### config.mk
export PLATFORM = sky130hd
export DESIGN_NAME = pipelined_addsub
export DESIGN_NICKNAME = d
export VERILOG_FILES = /design/src/rtl/addsub_pkg.sv /design/src/rtl/addsub_slice.sv /design/src/rtl/full_adder.sv /design/src/rtl/pipelined_addsub.sv
export SDC_FILE = /design/constraint.sdc
export NUM_CORES = 1
export LEC_CHECK = 0
export ABC_CLOCK_PERIOD_IN_PS = 5400
export BUFFER_PORTS_ARGS = -buffer_cell sky130_fd_sc_hd__clkbuf_2
export CORE_MARGIN = 2
export CORE_UTILIZATION = 58
export CTS_CLUSTER_DIAMETER = 200
export DETAILED_ROUTE_END_ITERATION = 10
export PLACE_DENSITY = 0.8
export SETUP_SLACK_MARGIN = 0.3
export SLEW_MARGIN = 20
export SYNTH_ARGS = -nofsm -noshare
export SYNTH_HDL_FRONTEND = slang
export SYNTH_SLANG_ARGS = --single-unit
### constraint.sdc
create_clock -name clk_i -period 5.4 [get_ports clk_i]
set_input_delay 1.08 -clock clk_i [delete_from_list [all_inputs] [get_ports clk_i]]
set_output_delay 1.08 -clock clk_i [all_outputs]
set_load 0.02 [all_outputs]
### src/rtl/addsub_pkg.sv
// Shared definitions for the pipelined adder/subtractor.
// Latency: n/a (types, constants and elaboration helpers only).
// Backpressure: n/a.
package addsub_pkg;

    localparam logic OP_ADD = 1'b0;
    localparam logic OP_SUB = 1'b1;

    // Bits added per pipeline stage.
    function automatic int chunk_w(input int width, input int stages);
        return width / stages;
    endfunction

    // Control fields carried in every stage register.
    typedef struct packed {
        logic valid;
        logic op;
        logic carry;
    } stage_ctrl_t;

endpackage

### src/rtl/addsub_slice.sv
// CHUNK-bit ripple adder slice built from full_adder cells.
// Latency: combinational.
// Backpressure: n/a.
module addsub_slice #(
    parameter int CHUNK = 8
) (
    input  logic [CHUNK-1:0] a_i,
    input  logic [CHUNK-1:0] b_i,
    input  logic             cin_i,
    output logic [CHUNK-1:0] s_o,
    output logic             cout_o,
    output logic             cmsb_o
);

    logic [CHUNK:0] c;

    assign c[0] = cin_i;

    for (genvar i = 0; i < CHUNK; i++) begin : g_bit
        full_adder u_fa (
            .a_i (a_i[i]),
            .b_i (b_i[i]),
            .c_i (c[i]),
            .s_o (s_o[i]),
            .c_o (c[i+1])
        );
    end

    // Carry out of the slice, and the carry into its top bit (used for signed overflow).
    assign cout_o = c[CHUNK];
    assign cmsb_o = c[CHUNK-1];

endmodule

### src/rtl/full_adder.sv
// One-bit full adder cell.
// Latency: combinational.
// Backpressure: n/a.
module full_adder (
    input  logic a_i,
    input  logic b_i,
    input  logic c_i,
    output logic s_o,
    output logic c_o
);

    assign s_o = a_i ^ b_i ^ c_i;
    assign c_o = (a_i & b_i) | (c_i & (a_i ^ b_i));

endmodule

### src/rtl/pipelined_addsub.sv
// Pipelined two's-complement add/sub, one CHUNK-bit slice per stage, with status flags and tag passthrough.
// Latency: STAGES cycles from input transfer to out_valid_o; 1 op/cycle throughput.
// Backpressure: global stall; when out_valid_o && !out_ready_i every stage holds and in_ready_o drops.
module pipelined_addsub
    import addsub_pkg::*;
#(
    parameter int WIDTH  = 32,
    parameter int STAGES = 4,
    parameter int TAG_W  = 4
) (
    input  logic             clk_i,
    input  logic             rst_ni,
    input  logic             in_valid_i,
    output logic             in_ready_o,
    input  logic [WIDTH-1:0] a_i,
    input  logic [WIDTH-1:0] b_i,
    input  logic             op_i,
    input  logic [TAG_W-1:0] tag_i,
    output logic             out_valid_o,
    input  logic             out_ready_i,
    output logic [WIDTH-1:0] sum_o,
    output logic [TAG_W-1:0] tag_o,
    output logic             carry_o,
    output logic             ovf_o,
    output logic             zero_o,
    output logic             neg_o
);

    localparam int CHUNK = chunk_w(WIDTH, STAGES);
    localparam int LAST  = STAGES - 1;

    if ((STAGES < 1) || (STAGES > WIDTH) || (WIDTH % STAGES != 0)) begin : g_bad_cfg
        $error("pipelined_addsub: WIDTH must be divisible by STAGES and 1 <= STAGES <= WIDTH");
    end

    // a/b hold the operands (b already inverted for SUB); s accumulates finished low slices.
    typedef struct packed {
        stage_ctrl_t      ctrl;
        logic [TAG_W-1:0] tag;
        logic [WIDTH-1:0] a;
        logic [WIDTH-1:0] b;
        logic [WIDTH-1:0] s;
        logic             ovf;
        logic             zero;
        logic             neg;
    } stage_t;

    stage_t st_q [STAGES];
    stage_t st_d [STAGES];
    stage_t src  [STAGES];

    logic [CHUNK-1:0] sl_a    [STAGES];
    logic [CHUNK-1:0] sl_b    [STAGES];
    logic [CHUNK-1:0] sl_s    [STAGES];
    logic             sl_cin  [STAGES];
    logic             sl_cout [STAGES];
    logic             sl_cmsb [STAGES];

    logic adv;

    assign adv        = !out_valid_o || out_ready_i;
    assign in_ready_o = adv;

    // What enters each stage on an advance: the new op for stage 0, otherwise the previous stage.
    always_comb begin
        src[0]            = '0;
        src[0].ctrl.valid = in_valid_i;
        src[0].ctrl.op    = op_i;
        src[0].ctrl.carry = op_i;
        src[0].tag        = tag_i;
        src[0].a          = a_i;
        src[0].b          = b_i ^ {WIDTH{op_i}};
        for (int k = 1; k < STAGES; k++) begin
            src[k] = st_q[k-1];
        end
    end

    for (genvar k = 0; k < STAGES; k++) begin : g_stage
        assign sl_a[k]   = src[k].a[k*CHUNK +: CHUNK];
        assign sl_b[k]   = src[k].b[k*CHUNK +: CHUNK];
        assign sl_cin[k] = src[k].ctrl.carry;

        addsub_slice #(
            .CHUNK (CHUNK)
        ) u_slice (
            .a_i    (sl_a[k]),
            .b_i    (sl_b[k]),
            .cin_i  (sl_cin[k]),
            .s_o    (sl_s[k]),
            .cout_o (sl_cout[k]),
            .cmsb_o (sl_cmsb[k])
        );
    end

    // Shift all stages together on advance; bubbles carry an all-zero payload so idle outputs read 0.
    always_comb begin
        for (int k = 0; k < STAGES; k++) begin
            st_d[k] = st_q[k];
            if (adv) begin
                if (src[k].ctrl.valid) begin
                    st_d[k]                     = src[k];
                    st_d[k].s[k*CHUNK +: CHUNK] = sl_s[k];
                    st_d[k].ctrl.carry          = sl_cout[k];
                    if (k == LAST) begin
                        st_d[k].ovf  = sl_cmsb[k] ^ sl_cout[k];
                        st_d[k].zero = (st_d[k].s == '0);
                        st_d[k].neg  = st_d[k].s[WIDTH-1];
                    end
                end else begin
                    st_d[k] = '0;
                end
            end
        end
    end

    // Synchronous reset drops every in-flight op and clears the output registers.
    always_ff @(posedge clk_i) begin
        if (!rst_ni) begin
            for (int k = 0; k < STAGES; k++) begin
                st_q[k] <= '0;
            end
        end else begin
            for (int k = 0; k < STAGES; k++) begin
                st_q[k] <= st_d[k];
            end
        end
    end

    assign out_valid_o = st_q[LAST].ctrl.valid;
    assign sum_o       = st_q[LAST].s;
    assign tag_o       = st_q[LAST].tag;
    assign carry_o     = st_q[LAST].ctrl.carry;
    assign ovf_o       = st_q[LAST].ovf;
    assign zero_o      = st_q[LAST].zero;
    assign neg_o       = st_q[LAST].neg;

endmodule

# Word-level counts from Yosys, hierarchy flattened
# Memory sizes are Yosys's and may differ from the RTL's.
# Cells that the tools add are included.
dict set report totals {
  register_bits 0
  ramBits 424
  inputBits 73
  out_inout_bits 42
  elab_cells 184
  memories 1
}
# memory words word_bits read_ports rd_ports_with_merged_regs wr line_no
set memory_table {}
lappend memory_table {st_q 4 106 4 0 4 pipelined_addsub.sv:48} ;# stage_t st_q [STAGES];
dict set report classes {
  n_mux 14
  bitwise 166
  n_reduce_logical 3
}
# operator count
set ops {}
lappend ops {{$mux 106} 12}
lappend ops {{$xor 1x1->1} 65}
lappend ops {{$and 1x1->1} 64}
lappend ops {{$or 1x1->1} 36}
lappend ops {{$logic_not 32->1} 1}
lappend ops {{$xor 32x32->32} 1}
lappend ops {{$mux 1} 2}
lappend ops {{$logic_not 1->1} 1}
lappend ops {{$logic_or 1x1->1} 1}

# Depth between registers and ports, before layout
# Gate-level depths: netlist (run 1).
# An unclocked memory read counts as a cell.
dict set report depth {
  depth_word 22
  depth_mapped 14
  depth_no_buf 14
}

# Modules after synthesis
# Synthesis (run 1) repeated with hierarchy kept, for this count alone.
dict set report hier_totals {
  cells_unflattened 978
  hier_area_um2 8942.3
}
# mod n_inst cells_per_inst area_each_um2 seq_area_each_um2
set modules_own_cells {}
lappend modules_own_cells {pipelined_addsub 1 946 8301.7 4043.9}
lappend modules_own_cells {full_adder 32 1 20.0 0.0}

# Worst setup path after synthesis (run 1)
# OpenSTA, ideal clock, no wires.
dict set report synth_path {
  path_type {input port to flip-flop}
  from {input op_i}
  to {memory st_q[0][10] (netlist bit)}
  setup_ns 0.070
  arrival_ns 4.684
  t_required_ns 5.330
  slack_ns 0.646
  stages 14
  n_path_buf 2
  path_cell_list {buf_2 buf_4 mux2_2 fa_1 fa_1 fa_1 fa_1 fa_1 inv_1 fa_1 inv_1 fa_1 nand3_1 a21boi_1}
}
# item line_no
set synth_rtl {}
lappend synth_rtl {{start, declared} pipelined_addsub.sv:17} ;# input logic op_i,
lappend synth_rtl {{end, declared} pipelined_addsub.sv:48}

==> results.json, run 1 <==
{
  "crit_required_ns": 5.81,
  "postCtsSetupBuffers": 0,
  "synth_edf_count": 0,
  "pwr-share-seq": 0.490,
  "largest_register_ffs": 202,
  "syn_to_final_growth_pct": 10.9,
  "ctsResizeCount": 0,
  "synth_top_area_frac": 0.442,
  "synth_ff_type": "dfxtp_1",
  "crit_chain": "clkbuf_2 -> mux2_2 -> fa_1 -> fa_1 -> fa_1 -> fa_1 -> fa_1 -> inv_1 -> fa_1 -> inv_1 -> fa_1 -> nand3_1 -> a21boi_1",
  "port_buffers": 114,
  "reg2reg_slack_ns": 1.50,
  "fin_tns_setup_ns": 0,
  "antenna_found_initial": 0,
  "multi_input_area_mm2": 0.00434,
  "worstSetupStartpointType": "input port",
  "skew_ns": 0.0133,
  "critPathSlowestCell": "fa_1",
  "gp_congestion": 0.790,
  "syn_avg_cell_area_um2": 8.93,
  "yosysSeqAreaShare": 0.442,
  "num_rows": 45,
  "power_per_cell_area_mw_per_mm2": 311,
  "maxCapViolations": 0,
  "syn_area_mm2": 0.00916,
  "die_x_um": 130,
  "syn_nets": 1129,
  "synthCells": 1025,
  "slew_headroom": 0.305,
  "diodes": 0,
  "power_frac_clock": 0.446,
  "root_buffer": "clkbuf_16",
  "place_ws_ns": 0.582,
  "ir_drop_mv": 0.218,
  "hold_path_class": "reg -> reg",
  "core-area_mm2": 0.0153,
  "arrival_ns": 4.72,
  "max_stage_delay_ns": 0.50,
  "ant_nets": 0,
  "wire_per_inst_um": 14.9,
  "layoutNonFillerInstCount": 1301,
  "intPower_mw": 2.46,
  "htree_num_levels": 1,
  "synth.area.top_cells": "dfxtp_1 (44%), a21boi_1 (14%), nand3_1 (9.8%), nand2_1 (8.3%), fa_1 (6.8%)",
  "insertion_delay_ns": 0.49,
  "period_minus_slack_ns": 4.31,
  "slew_violations": 0,
  "max_freq_ghz": 0.232,
  "grt_usage": 0.236,
  "clk_pin_slew_ns": 0.06,
  "layout_commonest_cell": "nand2_1",
  "dp_cells": 1264,
  "cts_made_buffers": 21,
  "grt-ovfl-total": 0,
  "dieArea_mm2": 0.0168,
  "crit_top_cell": "fa_1",
  "viasPerCell": 5.37,
  "status": "complete, no violations",
  "regMostFlops": "st_q",
  "drcViolationCount": 0,
  "p_sw_frac": 0.221,
  "cts_tree": "built",
  "hold_viol_final": 0,
  "rsz0062_at_grt": "no",
  "worst_pin_slew_ns": 1.04,
  "ys_ff_latch": 202,
  "crit_path_end_kind": "register",
  "seqCellArea_mm2": 0.00405,
  "worstPathMaxFanout": 6,
  "fin_area_mm2": 0.0102,
  "async_flop_share": 0,
  "grt_max_degree": 117,
  "io_pins": 115,
  "yosysWarningCount": 0,
  "reg_top3": "st_q (202)",
  "start_util": 0.598,
  "first_pass_iters": 4,
  "combPwrFrac": 0.064,
  "power_leakage_nw": 3.68,
  "grt_pass1_wl_mm": 32.4,
  "placed_area_mm2": 0.00948,
  "fillers": 1306,
  "synth_cell_types": 26,
  "holdBufCountCts": 0,
  "drtIter0Drc": 459,
  "fin_crit_sh": 0.798,
  "num_vias": 6988,
  "setup_slack_ns": 1.09,
  "clock_sinks": 202,
  "grt_pass1_vias": 6626,
  "setup-violations-final": 0,
  "layout_common_cells": "nand2_1 (203), dfxtp_1 (201), nand3_1 (179), a21boi_1 (176), clkbuf_2 (113)",
  "crit_type": "in -> reg",
  "wl_mm": 19.4,
  "cts_max_path_buffers": 3,
  "layout.nets": 1180,
  "switching_power_uw": 699,
  "dp_hpwl_mm": 12.3,
  "drive_gt1_frac": 0.146,
  "dieHeight_um": 130,
  "yosysTopAreaCell": "dfxtp_1"
}
[metrics by stage]
stage           util  power [mW]  hold slack [ns]
4_1_cts        0.663        3.18            0.450
3_5_place_dp   0.619        1.78            0.443
2_1_floorplan      -        1.72            0.431
6_report       0.663        3.16            0.447
5_1_grt        0.663        3.28            0.461
3_3_place_gp   0.618        1.78            0.438
[synthesized netlist by cell type (11+ instances only)]
cell	instances
nand2_1	203
dfxtp_1	202
nand3_1	179
a21boi_1	176
inv_1	47
fa_1	31
xor2_1	31
clkbuf_1	28
a21boi_0	24
buf_2	22
nand3b_1	21
buf_6	19
buf_4	12
buf_1	11
[worst max-delay path: cells and delay by family]
kind                       cells  cell delay, ns
AOI/OAI and AO/OA              1            0.18
adders and majority gates      7            2.78
buffers and inverters          3            0.29
muxes                          1            0.30
and+or+nand+nor                1            0.07
[worst paths after layout]
| path | cells past startpoint | end | start |
|---|---|---|---|
| worst max-delay path | 13 | st_q[0][10] | op_i |
| worst min-delay path | 2 | st_q[3][15] | st_q[3][15] |
| worst max register to register | 12 | st_q[1][18] | st_q[0][75] |
| worst min register to register | 2 | st_q[3][15] | st_q[3][15] |
[cell families after synthesis]
| family | share of synthesized area |
|---|---|
| adder cells (fa/ha/maj) | 0.0678 |
| multiplexers | 0.00123 |
| flip-flops | 0.442 |
| XOR/XNOR | 0.0316 |
| buffers and inverters | 0.0847 |
| AO/OA/AOI/OAI | 0.166 |
| AND/OR/NAND/NOR | 0.208 |
[per-layer routing]
metal,routed length [µm],track usage
met5,0,0
met3,685,0.0318
met1,8620,0.317
met2,9710,0.405
met4,367,0.0544
[power groups by stage]
stage | Clock (mW) | Combinational (mW) | Sequential [mW]
finish | 1.41 | 0.202 | 1.55
CTS | 1.43 | 0.204 | 1.55
global route | 1.50 | 0.228 | 1.55
detailed placement | 0 | 0.203 | 1.58
floorplan | 0 | 0.154 | 1.57
global placement | 0 | 0.197 | 1.58
[cell type report]
type                    count  share of cell area
inverters                  48              0.0182
clock inverters             6             0.00579
clock buffers              31              0.0613
multi-input cells         681               0.427
repair buffers            122              0.0635
flip-flops and latches    202               0.398
well taps                 211              0.0260
(Power assumes the default switching activity.)
==> run 2: changes to the inputs <==
- ABC_CLOCK_PERIOD_IN_PS: 5400 -> 3850
- CORE_UTILIZATION: 58 -> 52
- PLACE_DENSITY: 0.8 -> 0.76
- clock period: 5.4 -> 3.85 ns (I/O delays scaled with it)
==> results.json, run 2 (synthesis results as in run 1) <==
{
  "dieArea_mm2": 0.0187,
  "grt-ovfl-total": 0,
  "regMostFlops": "st_q",
  "hold_viol_final": 0,
  "intPower_mw": 3.59,
  "first_pass_iters": 4,
  "worstSetupStartpointType": "register",
  "worst_pin_slew_ns": 1.07,
  "use_met3": 0.0285,
  "slew_violations": 0,
  "die_x_um": 137,
  "met1_usage": 0.290,
  "status": "complete, no violations",
  "hold_path_class": "reg -> reg",
  "grt_pass1_wl_mm": 32.5,
  "placed_area_mm2": 0.00957,
  "core-area_mm2": 0.0172,
  "layout_common_cells": "nand2_1 (203), dfxtp_1 (196), nand3_1 (179), a21boi_1 (176), clkbuf_2 (111)",
  "viasPerCell": 5.28,
  "num_vias": 6970,
  "arrival_ns": 3.98,
  "largest_register_ffs": 202,
  "slew_headroom": 0.288,
  "skew_ns": 0.0113,
  "num_rows": 48,
  "cts_tree": "built",
  "period_minus_slack_ns": 3.60,
  "fillers": 1479,
  "grt_max_degree": 203,
  "setup-violations-final": 0,
  "grt_use_met2": 0.365,
  "grt_pass1_vias": 6673,
  "fin_crit_sh": 0.935,
  "start_util": 0.531,
  "cts_max_path_buffers": 3,
  "gp_congestion": 0.793,
  "drtIter0Drc": 366,
  "drive_gt1_frac": 0.185,
  "layout.nets": 1185,
  "power_frac_clock": 0.465,
  "clock_sinks": 202,
  "syn_to_final_growth_pct": 13.3,
  "rsz0062_at_grt": "yes",
  "antenna_found_initial": 0,
  "port_buffers": 114,
  "seqCellArea_mm2": 0.00405,
  "crit_type": "reg -> reg",
  "drcViolationCount": 0,
  "root_buffer": "clkbuf_16",
  "crit_path_end_kind": "register",
  "clk_pin_slew_ns": 0.06,
  "layout_commonest_cell": "nand2_1",
  "utilization": 0.602,
  "wl_mm": 19.6,
  "diodes": 0,
  "max_freq_ghz": 0.278,
  "htree_num_levels": 1,
  "busiest_layer": "met2",
  "dieHeight_um": 137,
  "reg_top3": "st_q (202)",
  "combPwrFrac": 0.063,
  "p_sw_frac": 0.218,
  "pwr-share-seq": 0.473,
  "power_leakage_nw": 3.74,
  "fin_area_mm2": 0.0104,
  "dp_hpwl_mm": 12.5,
  "cts_made_buffers": 22,
  "place_ws_ns": -0.292,
  "maxCapViolations": 0,
  "ant_nets": 0,
  "insertion_delay_ns": 0.49,
  "wire_per_inst_um": 14.9,
  "multi_input_area_mm2": 0.00441,
  "grt_usage": 0.215,
  "worstPathMaxFanout": 2,
  "setup_slack_ns": 0.251,
  "fin_tns_setup_ns": 0,
  "crit_required_ns": 4.23,
  "switching_power_mw": 1.00,
  "io_pins": 115,
  "power_per_cell_area_mw_per_mm2": 443,
  "ir_drop_mv": 0.344
}
## run 2: cell types whose count changed in the layout (fill, tap and decap cells not counted), sizes merged
cell / before / now
buf: 9 / 14
bufinv: 1 / 2
clkbuf: 144 / 142
clkinv: 5 / 4
clkinvlp: 0 / 1
## run 2: critical path, cell delays in order, from the launching register on
cell	delay, ns
dfxtp_1	0.32
inv_1	0.06
fa_2	0.39
fa_2	0.34
fa_2	0.34
fa_2	0.34
fa_2	0.35
fa_2	0.35
fa_2	0.34
inv_1	0.07
fa_1	0.40
nand3_1	0.09
a21boi_1	0.08
## run 2: worst paths after layout
| path | startpoint | endpoint | slack (ns) | cells past startpoint |
|---|---|---|---|---|
| hold reg to reg | st_q[3][14] | st_q[3][14] | 0.45 | 2 |
| setup reg to reg | st_q[0][75] | st_q[1][18] | 0.25 | 12 |
| hold / removal | st_q[3][14] | st_q[3][14] | 0.45 | 2 |
| setup / recovery | st_q[0][75] | st_q[1][18] | 0.25 | 12 |
## run 2: area by class of cell
type                       instances  area share
timing repair buffer             126      0.0674
clock inverter                     7     0.00904
inverter                          48      0.0178
multi-input combinational        681       0.425
tap                              225      0.0271
clock buffer                      30      0.0628
sequential                       202       0.390
## run 2: per-stage QoR
step	total power [mW]	hold WS [ns]	std cells
6_report	4.59	0.446	1319
5_1_grt	4.76	0.465	1319
4_1_cts	4.63	0.449	1318
3_5_place_dp	2.51	0.442	1281
3_3_place_gp	2.50	0.437	1281
2_1_floorplan	2.42	0.431	1025
## run 2: timing repair
item,4_1_cts,5_1_grt
setup buffers,0,1
hold buffers,0,0
gates resized for setup,9,16
endpoints found under the setup margin,5,7
pin swaps,3,6
hold endpoints to repair,0,0
## run 2: power groups by stage
stage	Clock [mW]	Sequential, mW	Combinational, mW
floorplan	0	2.20	0.222
global placement	0	2.22	0.284
detailed placement	0	2.22	0.289
CTS	2.17	2.17	0.291
global route	2.25	2.18	0.326
finish	2.13	2.17	0.287
## run 2: per-layer routing
| layer | up-vias | share of wire |
|---|---|---|
| met5 | - | 0 |
| met4 | 0 | 0.022 |
| met3 | 29 | 0.045 |
| met2 | 157 | 0.49 |
| met1 | 3276 | 0.44 |
| li1 | 3508 | - |
